$ cat config.mk
export PLATFORM = sky130hd
export DESIGN_NAME = road_scroller
export DESIGN_NICKNAME = d
export VERILOG_FILES = /design/src/rtl/road_scroller.sv
export SDC_FILE = /design/constraint.sdc
export NUM_CORES = 1
export LEC_CHECK = 0
export CAP_MARGIN = 10
export CORE_MARGIN = 2
export CORE_UTILIZATION = 54
export DETAILED_ROUTE_END_ITERATION = 7
export HOLD_SLACK_MARGIN = 0.05
export PLACE_DENSITY_LB_ADDON = 0.1
export SYNTH_ARGS = -nofsm -noshare
export SYNTH_HDL_FRONTEND = slang
export SYNTH_SLANG_ARGS = --single-unit
$ cat constraint.sdc
create_clock -name clk -period 2.3 [get_ports clk]
set_clock_uncertainty 0.05 [all_clocks]
set_input_delay 0.575 -clock clk [delete_from_list [all_inputs] [get_ports clk]]
set_output_delay 0.575 -clock clk [all_outputs]
set_load 0.005 [all_outputs]
$ cat src/rtl/road_scroller.sv
// rtl/road_scroller.sv - multi-layer parallax scroll-position generator
// Each layer steps its offset once per (speed+1) enabled ticks; a scene change resyncs all layers.
module road_scroller #(
  parameter int POS_W  = 5,
  parameter int SPD_W  = 8,
  parameter int LAYERS = 2
) (
  input  logic                    clk,
  input  logic                    rst_n,
  input  logic                    clk_en,
  input  logic [1:0]              scene,
  input  logic                    pause,
  input  logic [LAYERS*SPD_W-1:0] speed,
  input  logic [LAYERS-1:0]       dir,
  output logic [LAYERS*POS_W-1:0] pos,
  output logic [LAYERS-1:0]       wrap,
  output logic                    resync
);

  typedef enum logic [1:0] {RUN, HOLD, RESYNC} state_t;

  state_t           state;
  logic [1:0]       scene_q;
  logic [SPD_W-1:0] k [LAYERS];

  always_ff @(posedge clk or negedge rst_n) begin
    if (!rst_n) begin
      state   <= RUN;
      scene_q <= 2'b00;
      pos     <= '0;
      wrap    <= '0;
      resync  <= 1'b0;
      for (int i = 0; i < LAYERS; i++) k[i] <= '0;
    end else begin
      wrap   <= '0;
      resync <= 1'b0;
      // A scene change outranks pause and clk_en, whatever state we are in.
      if (scene != scene_q) begin
        state   <= RESYNC;
        scene_q <= scene;
        pos     <= '0;
        resync  <= 1'b1;
        for (int i = 0; i < LAYERS; i++) k[i] <= '0;
      end else begin
        case (state)
          RUN: begin
            if (pause) begin
              state <= HOLD;
            end else if (clk_en) begin
              for (int i = 0; i < LAYERS; i++) begin
                // >= lets a speed lowered below the running count step immediately.
                if (k[i] >= speed[i*SPD_W +: SPD_W]) begin
                  k[i] <= '0;
                  if (dir[i]) begin
                    pos[i*POS_W +: POS_W] <= pos[i*POS_W +: POS_W] - 1'b1;
                    wrap[i] <= (pos[i*POS_W +: POS_W] == '0);
                  end else begin
                    pos[i*POS_W +: POS_W] <= pos[i*POS_W +: POS_W] + 1'b1;
                    wrap[i] <= (pos[i*POS_W +: POS_W] == {POS_W{1'b1}});
                  end
                end else begin
                  k[i] <= k[i] + 1'b1;
                end
              end
            end
          end
          HOLD: begin
            if (!pause) state <= RUN;
          end
          default: begin
            state <= pause ? HOLD : RUN;
          end
        endcase
      end
    end
  end

endmodule

==> results of run 1 <==
layout make-up:
| class | count | area share (%) |
|---|---|---|
| Inverter | 16 | 1.88 |
| Tap cell | 50 | 1.96 |
| Clock buffer | 7 | 2.70 |
| Sequential cell | 33 | 25.8 |
| Timing Repair Buffer | 66 | 19.3 |
| Multi-Input combinational cell | 196 | 48.3 |
metrics by stage:
step / area, um2 / total power [W] / TNS (ps) / hold slack [ps]
after floorplan: 2280 / 0.000671 / 0 / 229
after global placement: 2900 / 0.000765 / -7470 / 496
after detailed placement: 2900 / 0.000768 / -8890 / 504
after CTS: 3040 / 0.00121 / -12.8 / 518
after global routing: 3200 / 0.00128 / -26.3 / 543
final: 3200 / 0.00122 / 0 / 512
cells in the final DEF (no fill, tap or decap), types with 4 or more instances in the layout:
| master | n |
|---|---|
| buf_4 | 27 |
| nand3_1 | 12 |
| clkbuf_8 | 6 |
| a21oi_1 | 27 |
| xnor2_1 | 7 |
| inv_1 | 11 |
| nand4_1 | 7 |
| inv_2 | 5 |
| nor2_1 | 6 |
| o21ai_0 | 10 |
| a21o_1 | 7 |
| nand2_1 | 24 |
| a31oi_1 | 4 |
| dlymetal6s2s_1 | 5 |
| clkdlybuf4s50_1 | 31 |
| ha_1 | 18 |
| dfrtp_1 | 33 |
| nor2b_1 | 4 |
| ha_4 | 6 |
| nor3_1 | 10 |
metal layers:
metal	vias to the layer above	global-route usage, %
met5	-	0
met4	0	6.10
met3	8	4.97
met2	45	38.8
met1	1022	30.1
li1	1052	-
repair_timing:
item / CTS / global route
endpoints found under the setup margin: 18 / 25
hold buffers: 0 / 0
setup buffers: 0 / 2
pin swaps: 8 / 16
resized for setup: 16 / 32
power groups by stage:
| stage | combinational (W) | sequential [W] | clock, W |
|---|---|---|---|
| 6_report | 0.000191 | 0.000592 | 0.000437 |
| 5_1_grt | 0.000212 | 0.000592 | 0.000474 |
| 4_1_cts | 0.000172 | 0.000592 | 0.000443 |
| 3_5_place_dp | 0.000166 | 0.000602 | 0 |
| 3_3_place_gp | 0.000162 | 0.000602 | 0 |
| 2_1_floorplan | 0.0000698 | 0.000602 | 0 |
Yosys cell counts (all sizes together) (2+ instances only):
cell,instances,area [um2]
nor2,6,22.5
nor4,3,25.0
buf,3,21.3
or2,2,12.5
and3,4,25.0
and2,3,18.8
ha,24,300
dfrtp,33,826
nor2b,5,31.3
xnor2,7,61.3
inv,16,60.1
nor3,11,55.1
a21o,8,60.1
o21a,3,22.5
nand2,26,97.6
a21oi,30,154
xor2,3,26.3
a211oi,3,22.5
nand3,12,60.1
o31ai,2,15.0
or4b,3,30.0
clkbuf,9,33.8
fa,2,40.0
and4b,2,20.0
nor3b,2,15.0
nand4,7,43.8
o211ai,2,15.0
o21ai,14,70.1
a31oi,4,25.0
cells by family (layout without fill, tap and decap cells):
kind of cell	after synthesis	count (layout)
AO/OA/AOI/OAI	69	69
XOR/XNOR	10	10
adder cells (fa/ha/maj)	26	26
buffers and inverters	28	89
flip-flops	33	33
multiplexers	1	1
AND/OR/NAND/NOR	90	90
registers in the layout, indices dropped and copies added, names as in the netlist:
signal	cells
k	16
pos	10
resync	1
scene_q	2
state	2
wrap	2
worst max-delay path: stages:
cell and delay [ps]:
clkdlybuf4s50_1 460, inv_1 40, ha_1 300, nand4_1 150, a211o_4 370, a21oi_2 150
mux2_4 310
worst max path at each step:
stage,startpoint,end,slack [ps],depth (start not counted)
after global routing,speed[15],pos[9],-20,8
after floorplan,speed[7],pos[4],110,8
after detailed placement,speed[2],pos[4],-420,8
after global placement,speed[2],pos[4],-370,8
final,speed[7],pos[4],50,7
after CTS,speed[1],pos[4],-10,8
==> metrics.cfg, run 1 <==
[global_route]
grt_antenna_before_repair=0
grt_usage_pct=23.1
gr-total-overflow=0
grt_pass1_wl_mm=9.09
grt_pass1_vias=2034
grt_max_degree=34

[critical_path]
reg2reg_to=pos[4]
cp-end-kind=flop
cp_max_fo=4
r2r_start=k[11]
crit_type=primary input to flop
reg2reg_setup_slack_ps=250
start_kind=primary input
ff2ff_path_depth=6
worst_ep_required_time_ps=2410
cp.arrival_ps=2360

[cells_and_area]
diodes=0
nets=368
fillers=275
seqCellArea_um2=826
drive_gt1_share_pct=23.3
multi_input_area_mm2=0.00154
final_cells=368
syn_to_final_growth_pct=40.0
final_core_util_pct=79.3

[placement]
place_congestion=0.798
dp_cells=361
hpwl_mm=3.72
preCtsSetupSlack_ps=-424
place.port_buffers=36

[timing]
hold_violations=0
fmax_mhz=444
setup_viol=0
min_period_ps=2250
maxSlewViolCount=0
slew_headroom_pct=71.0
fin_crit_sh_pct=97.8
max_slew.worst_pin.slew_ps=435
setup_slack_ps=49.9

[routing]
first_iter_violations=104
topRoutingLayerUsed=met4
wl_met2_mm=2.72
drc=0
wl_per_cell_um=14.8
via_per_inst=5.78
wl_met3_um=206
wl_mm=5.46
vias=2127
dr.pass1.iters=4
wl_met1_mm=2.46
ant_nets=0

[synthesis]
synth.distinct_cells=41
synth_fp_nets=307
synth_xor_area_share_pct=3.84
synth_compound_area_share_pct=18.3
synth_area_mm2=0.00228
synth-edff-count=0
synth_simple_gate_area_share_pct=21.3
ys_seq_elements=33
syn_inst=257
async_flop_share_pct=100
synth-adder-area-share_pct=14.9
synth_top_family_by_area=simple AND/OR/NAND/NOR gates
synthFlopType=dfrtp_1
yosysWarnings=0
synth.avg_cell_area_um2=8.88
ys_seq_area_share_pct=36.2
muxShareOfSynthArea_pct=0.493

[power_and_ir_drop]
switching_share_pct=24.5
power_frac_comb_pct=15.7
power.density_mw_per_mm2=382
p_int_w=0.000922
p_seq_share_pct=48.5
power.share.clock_pct=35.8
p_sw_w=0.000299
power.leakage_nw=1.43
peakVddDrop_mv=0.332

[floorplanning]
rows=23
die_width_um=69.0
die_area_mm2=0.00476
die_h_um=69.0
start_util_pct=56.7
pin_count=37
core_area_mm2=0.00403

[flow_run]
maxCapViolCount=0

[outcome]
outcome=completed

[clock_tree]
cts_root_buf=clkbuf_8
cts_buffers=5
clockBufferDepth=2
insertion_delay_ps=280
cts_sinks=33
clk_pin_slew_worst_paths_ps=60
cts_tree=done
cts_max_level=2

[hold_path]
hp-start=scene_q[1]
hold_end=state[1]
min_path_cells=2
hp-class=flop to flop

Power figures use the tool's default switching activity.
==> inputs of run 2 (changes only) <==
- SKIP_CTS_REPAIR_TIMING: unset -> 1
==> metrics.cfg, run 2 (synthesis gave the netlist of run 1 again) <==
[outcome]
outcome=completed

[clock_tree]
clockBufferDepth=2  ; unchanged
cts_tree=done
cts_max_level=2  ; unchanged
clk_pin_slew_worst_paths_ps=60  ; about the same
insertion_delay_ps=280  ; about the same
cts_sinks=33  ; unchanged
cts_root_buf=clkbuf_8
cts_buffers=5  ; unchanged

[critical_path]
cp_slowest_cell=clkdlybuf4s50_1
ff2ff_path_depth=6  ; unchanged
worstPathCellList=clkdlybuf4s50_1 > inv_1 > ha_1 > nand4_1 > a211o_4 > a21oi_2 > mux2_4
start_kind=primary input
slowest_delay_ps=460  ; about the same
cp.arrival_ps=2370  ; about the same
cp_max_fo=4  ; unchanged
crit_type=primary input to flop
worst_ep_required_time_ps=2410  ; about the same
cp-end-kind=flop

[cells_and_area]
diodes=0  ; unchanged
nets=369  ; +0.27%
top_regs=k x16, pos x10
drive_gt1_share_pct=23.8  ; +0.55 points
multi_input_area_mm2=0.00155  ; +0.16%
final_common_cell=dfrtp_1
seqCellArea_um2=826  ; unchanged
regMostFlops=k
final_cells=369  ; +0.27%
syn_to_final_growth_pct=40.4
layout_common_cells=dfrtp_1 (33), clkdlybuf4s50_1 (31), buf_4 (28), a21oi_1 (26), nand2_1 (24)
fillers=276  ; +0.36%
largest_reg_flops=16  ; unchanged

[power_and_ir_drop]
power.share.clock_pct=35.9  ; about the same
power.leakage_nw=1.44  ; +1.0%
p_total_w=0.00122  ; -0.24%
p_int_w=0.000920  ; -0.21%
peakVddDrop_mv=0.328  ; -1.3%
switching_share_pct=24.5  ; about the same
power.density_mw_per_mm2=380  ; -0.56%
p_sw_w=0.000298  ; -0.34%
p_seq_share_pct=48.6  ; about the same
power_frac_comb_pct=15.5  ; -0.2 points

[routing]
drc=0  ; unchanged
vias=2138  ; +0.52%
dr.pass1.iters=4  ; unchanged
ant_nets=0  ; unchanged
wl_mm=5.45  ; about the same
first_iter_violations=142  ; +37%
wl_per_cell_um=14.8  ; -0.36%
via_per_inst=5.79  ; +0.24%

[floorplanning]
rows=23  ; unchanged
start_util_pct=56.7  ; unchanged
die_h_um=69.0  ; unchanged
die_width_um=69.0  ; unchanged
pin_count=37  ; unchanged
core_area_mm2=0.00403  ; unchanged
die_area_mm2=0.00476  ; unchanged

[global_route]
grt_antenna_before_repair=0  ; unchanged
gr-total-overflow=0  ; unchanged
grt_max_degree=34  ; unchanged
grt_pass1_wl_mm=8.91  ; -1.9%
grt_pass1_vias=2008  ; -1.3%
grt_usage_pct=22.5  ; -0.51 points

[timing]
slew_headroom_pct=64.4  ; -6.7 points
setup_viol=0  ; unchanged
setup_slack_ps=46.9  ; -3.07 ps
min_period_ps=2250  ; +3.07 ps
fmax_mhz=444  ; -0.14%
hold_violations=0  ; unchanged
hold-worst-slack_ps=510  ; -2.76 ps
fin_crit_sh_pct=98.0  ; +0.13 points
fin_setup_tns_ps=0  ; unchanged
maxSlewViolCount=0  ; unchanged
max_slew.worst_pin.slew_ps=533  ; +98.5 ps

[placement]
preCtsSetupSlack_ps=-424  ; unchanged
hpwl_mm=3.72  ; unchanged
dp_cells=361  ; unchanged
place_congestion=0.798  ; unchanged
place.port_buffers=36  ; unchanged

[hold_path]
min_path_cells=2  ; unchanged
hp-class=flop to flop

[flow_run]
maxCapViolCount=0  ; unchanged

[run 2: path summary, 6_finish.rpt]
check                                 from        to  slack [ps]
worst min register to register  scene_q[1]  state[1]         510
max in group asynchronous            rst_n    pos[6]        1240
worst max register to register       k[11]    pos[4]         220
worst max-delay path              speed[7]    pos[4]          50
worst min-delay path            scene_q[1]  state[1]         510
min in group asynchronous            rst_n      k[4]         650
[run 2: layout make-up]
class | count | area share [%]
clock buffer | 7 | 2.69
inverter | 16 | 1.87
multi-input combinational | 196 | 48.2
sequential | 33 | 25.8
tap | 50 | 1.95
timing repair buffer | 67 | 19.5
[run 2: power by group through the flow]
stage	Combinational, W	Sequential (W)	Clock, W
finish	0.000189	0.000592	0.000437
global route	0.000209	0.000592	0.000477
CTS	0.000167	0.000592	0.000443
detailed placement	0.000166	0.000602	0
global placement	0.000162	0.000602	0
floorplan	0.0000698	0.000602	0
[run 2: per-stage QoR]
step | area [um2] | utilization [%]
global route | 3210 | 79.6
CTS | 2980 | 74.0
detailed placement | 2900 | 71.9
global placement | 2900 | 71.9
floorplan | 2280 | -
finish | 3210 | 79.6
[run 2: metal layers]
metal  global-route usage (%)  wire length, um  vias up
met1                     29.4             2470     1042
li1                         -                -     1051
met3                     4.82              174        8
met2                     38.0             2730       37
met4                     5.88               71        0
met5                        0                0        -
[run 2: critical path, delay by kind of cell]
kind | cells | cell delay, ps
fa+ha+maj | 1 | 300
mux | 1 | 310
simple gates | 1 | 150
buf+inv | 2 | 500
compound gates | 2 | 520
==> inputs of run 3 (changes only) <==
- CORE_UTILIZATION: 54 -> 35
- CTS_CLUSTER_SIZE: unset -> 24
==> metrics.cfg, run 3 (synthesis gave the netlist of run 1 again) <==
[critical_path]
critical-path-top-delay-family=compound AO/OA/AOI/OAI gates
worstPathCellList=clkdlybuf4s50_1 > inv_1 > ha_4 > a21o_1 > o31ai_4 > a211o_4 > a21oi_2 > mux2_4
r2r_start=k[11]
worst_ep_required_time_ps=2420  ; about the same
worst-path-buf-inv=2  ; unchanged
reg2reg_setup_slack_ps=310  ; +90 ps
slowest_delay_ps=450  ; about the same
cp_slowest_cell=clkdlybuf4s50_1
start_kind=primary input
reg2reg_to=pos[4]
crit_path_end=pos[4]
cp_max_fo=3  ; -1
crit_type=primary input to flop
cp-startpoint=speed[3]
cp.arrival_ps=2380  ; about the same
ff2ff_path_depth=6  ; unchanged
cp-end-kind=flop
worst-path-stages=8  ; +1

[routing]
wl_per_cell_um=13.6  ; -7.6%
vias=2086  ; -2.4%
ant_nets=0  ; unchanged
dr.pass1.iters=4  ; unchanged
wl_mm=5.46  ; +0.13%
drc=0  ; unchanged
via_per_inst=5.22  ; -10%
first_iter_violations=90  ; -37%

[clock_tree]
cts_buffers=5  ; unchanged
insertion_delay_ps=280  ; about the same
cts_root_buf=clkbuf_8
clk_pin_slew_worst_paths_ps=70  ; about the same
cts_sinks=33  ; unchanged
cts_tree=done
clockBufferDepth=2  ; unchanged
cts_max_level=2  ; unchanged

[global_route]
grt_max_degree=34  ; unchanged
grt_usage_pct=15.3  ; -7.3 points
grt_antenna_before_repair=0  ; unchanged
grt_pass1_vias=1863  ; -7.2%
gr-total-overflow=0  ; unchanged
grt_pass1_wl_mm=8.86  ; -0.62%

[floorplanning]
die_width_um=84.8  ; +23%
rows=29  ; +26%
die_h_um=84.8  ; +23%
pin_count=37  ; unchanged
die_area_mm2=0.00719  ; +51%
start_util_pct=36.2  ; -21 points
core_area_mm2=0.00631  ; +57%

[cells_and_area]
regMostFlops=k
fillers=615  ; +120%
multi_input_area_mm2=0.00149  ; -3.9%
nets=372  ; +0.81%
largest_reg_flops=16  ; unchanged
top_regs=k x16, pos x10
drive_gt1_share_pct=22.0  ; -1.8 points
seqCellArea_um2=826  ; unchanged
syn_to_final_growth_pct=39.1
layout_common_cells=clkdlybuf4s50_1 (33), dfrtp_1 (33), buf_4 (33), a21oi_1 (26), nand2_1 (25)
design_area_mm2=0.00318  ; -0.98%
diodes=0  ; unchanged
final_core_util_pct=50.3  ; -29 points

[timing]
setup_viol=0  ; unchanged
fin_setup_tns_ps=0  ; unchanged
maxSlewViolCount=0  ; unchanged
hold-worst-slack_ps=519  ; +9.58 ps
hold_violations=0  ; unchanged
fin_crit_sh_pct=98.2  ; +0.19 points
max_slew.worst_pin.slew_ps=446  ; -86.6 ps
slew_headroom_pct=70.2  ; +5.9 points
fmax_mhz=443  ; -0.20%
min_period_ps=2260  ; +4.43 ps

[placement]
place_area_mm2=0.00295  ; +2.0%
place_congestion=0.765  ; -4.0%
place.port_buffers=36  ; unchanged
hpwl_mm=3.92  ; +5.5%

[power_and_ir_drop]
power.density_mw_per_mm2=379  ; -0.34%
peakVddDrop_mv=0.219  ; -33%
power.leakage_nw=1.41  ; -2.3%
p_total_w=0.00120  ; -1.3%

[hold_path]
hp-class=flop to flop
min_path_cells=2  ; unchanged

[flow_run]
maxCapViolCount=0  ; unchanged

[outcome]
outcome=completed

==> run 3: cell types whose count changed in the layout (fill, tap and decap cells not counted), moves of 2 or more <==
cell and change:
inv_2 -2, o21ai_0 +2, dlymetal6s2s_1 -2, clkbuf_1 +2, buf_4 +5, inv_1 +2
clkdlybuf4s50_1 +2
==> run 3: worst min path at each step <==
stage / startpoint / endpoint / slack, ps
after floorplan: rst_n / k[0] / 230
after global placement: k[0] / k[0] / 510
after detailed placement: k[8] / k[8] / 510
final: k[8] / k[8] / 520
after CTS: k[8] / k[8] / 520
after global routing: k[8] / k[8] / 540
==> run 3: metal layers <==
layer	vias to the layer above	GRT usage, %	routed length (um)
li1	1058	-	-
met1	983	20.7	2590
met2	37	24.7	2600
met3	8	3.34	204
met4	0	4.33	63
met5	-	0	0
==> run 3: worst min-delay path: stages, from the launching register on <==
cell,delay [ps]
dfrtp_1,410
nand2_1,70
a21oi_1,50
==> run 3: layout make-up <==
cell class / count / area share, %
tap: 77 / 3.03
clock buffer: 8 / 2.52
sequential: 33 / 26.0
inverter: 16 / 1.89
multi-input combinational: 196 / 46.8
timing repair buffer: 70 / 19.7
==> run 3: per-stage QoR <==
step / setup WS [ps] / instances
floorplan: 105 / 257
global placement: -378 / 393
detailed placement: -395 / 393
CTS: -108 / 401
global route: -19.2 / 400
finish: 42.4 / 400
==> run 3: power by group <==
group          leakage [nW]  internal, W  switching, W  total (W)
clock network        0.0395     0.000215      0.000208   0.000423
logic                 0.922    0.0000971     0.0000905   0.000188
registers             0.449     0.000588    0.00000418   0.000592
total                  1.41     0.000900      0.000302    0.00120
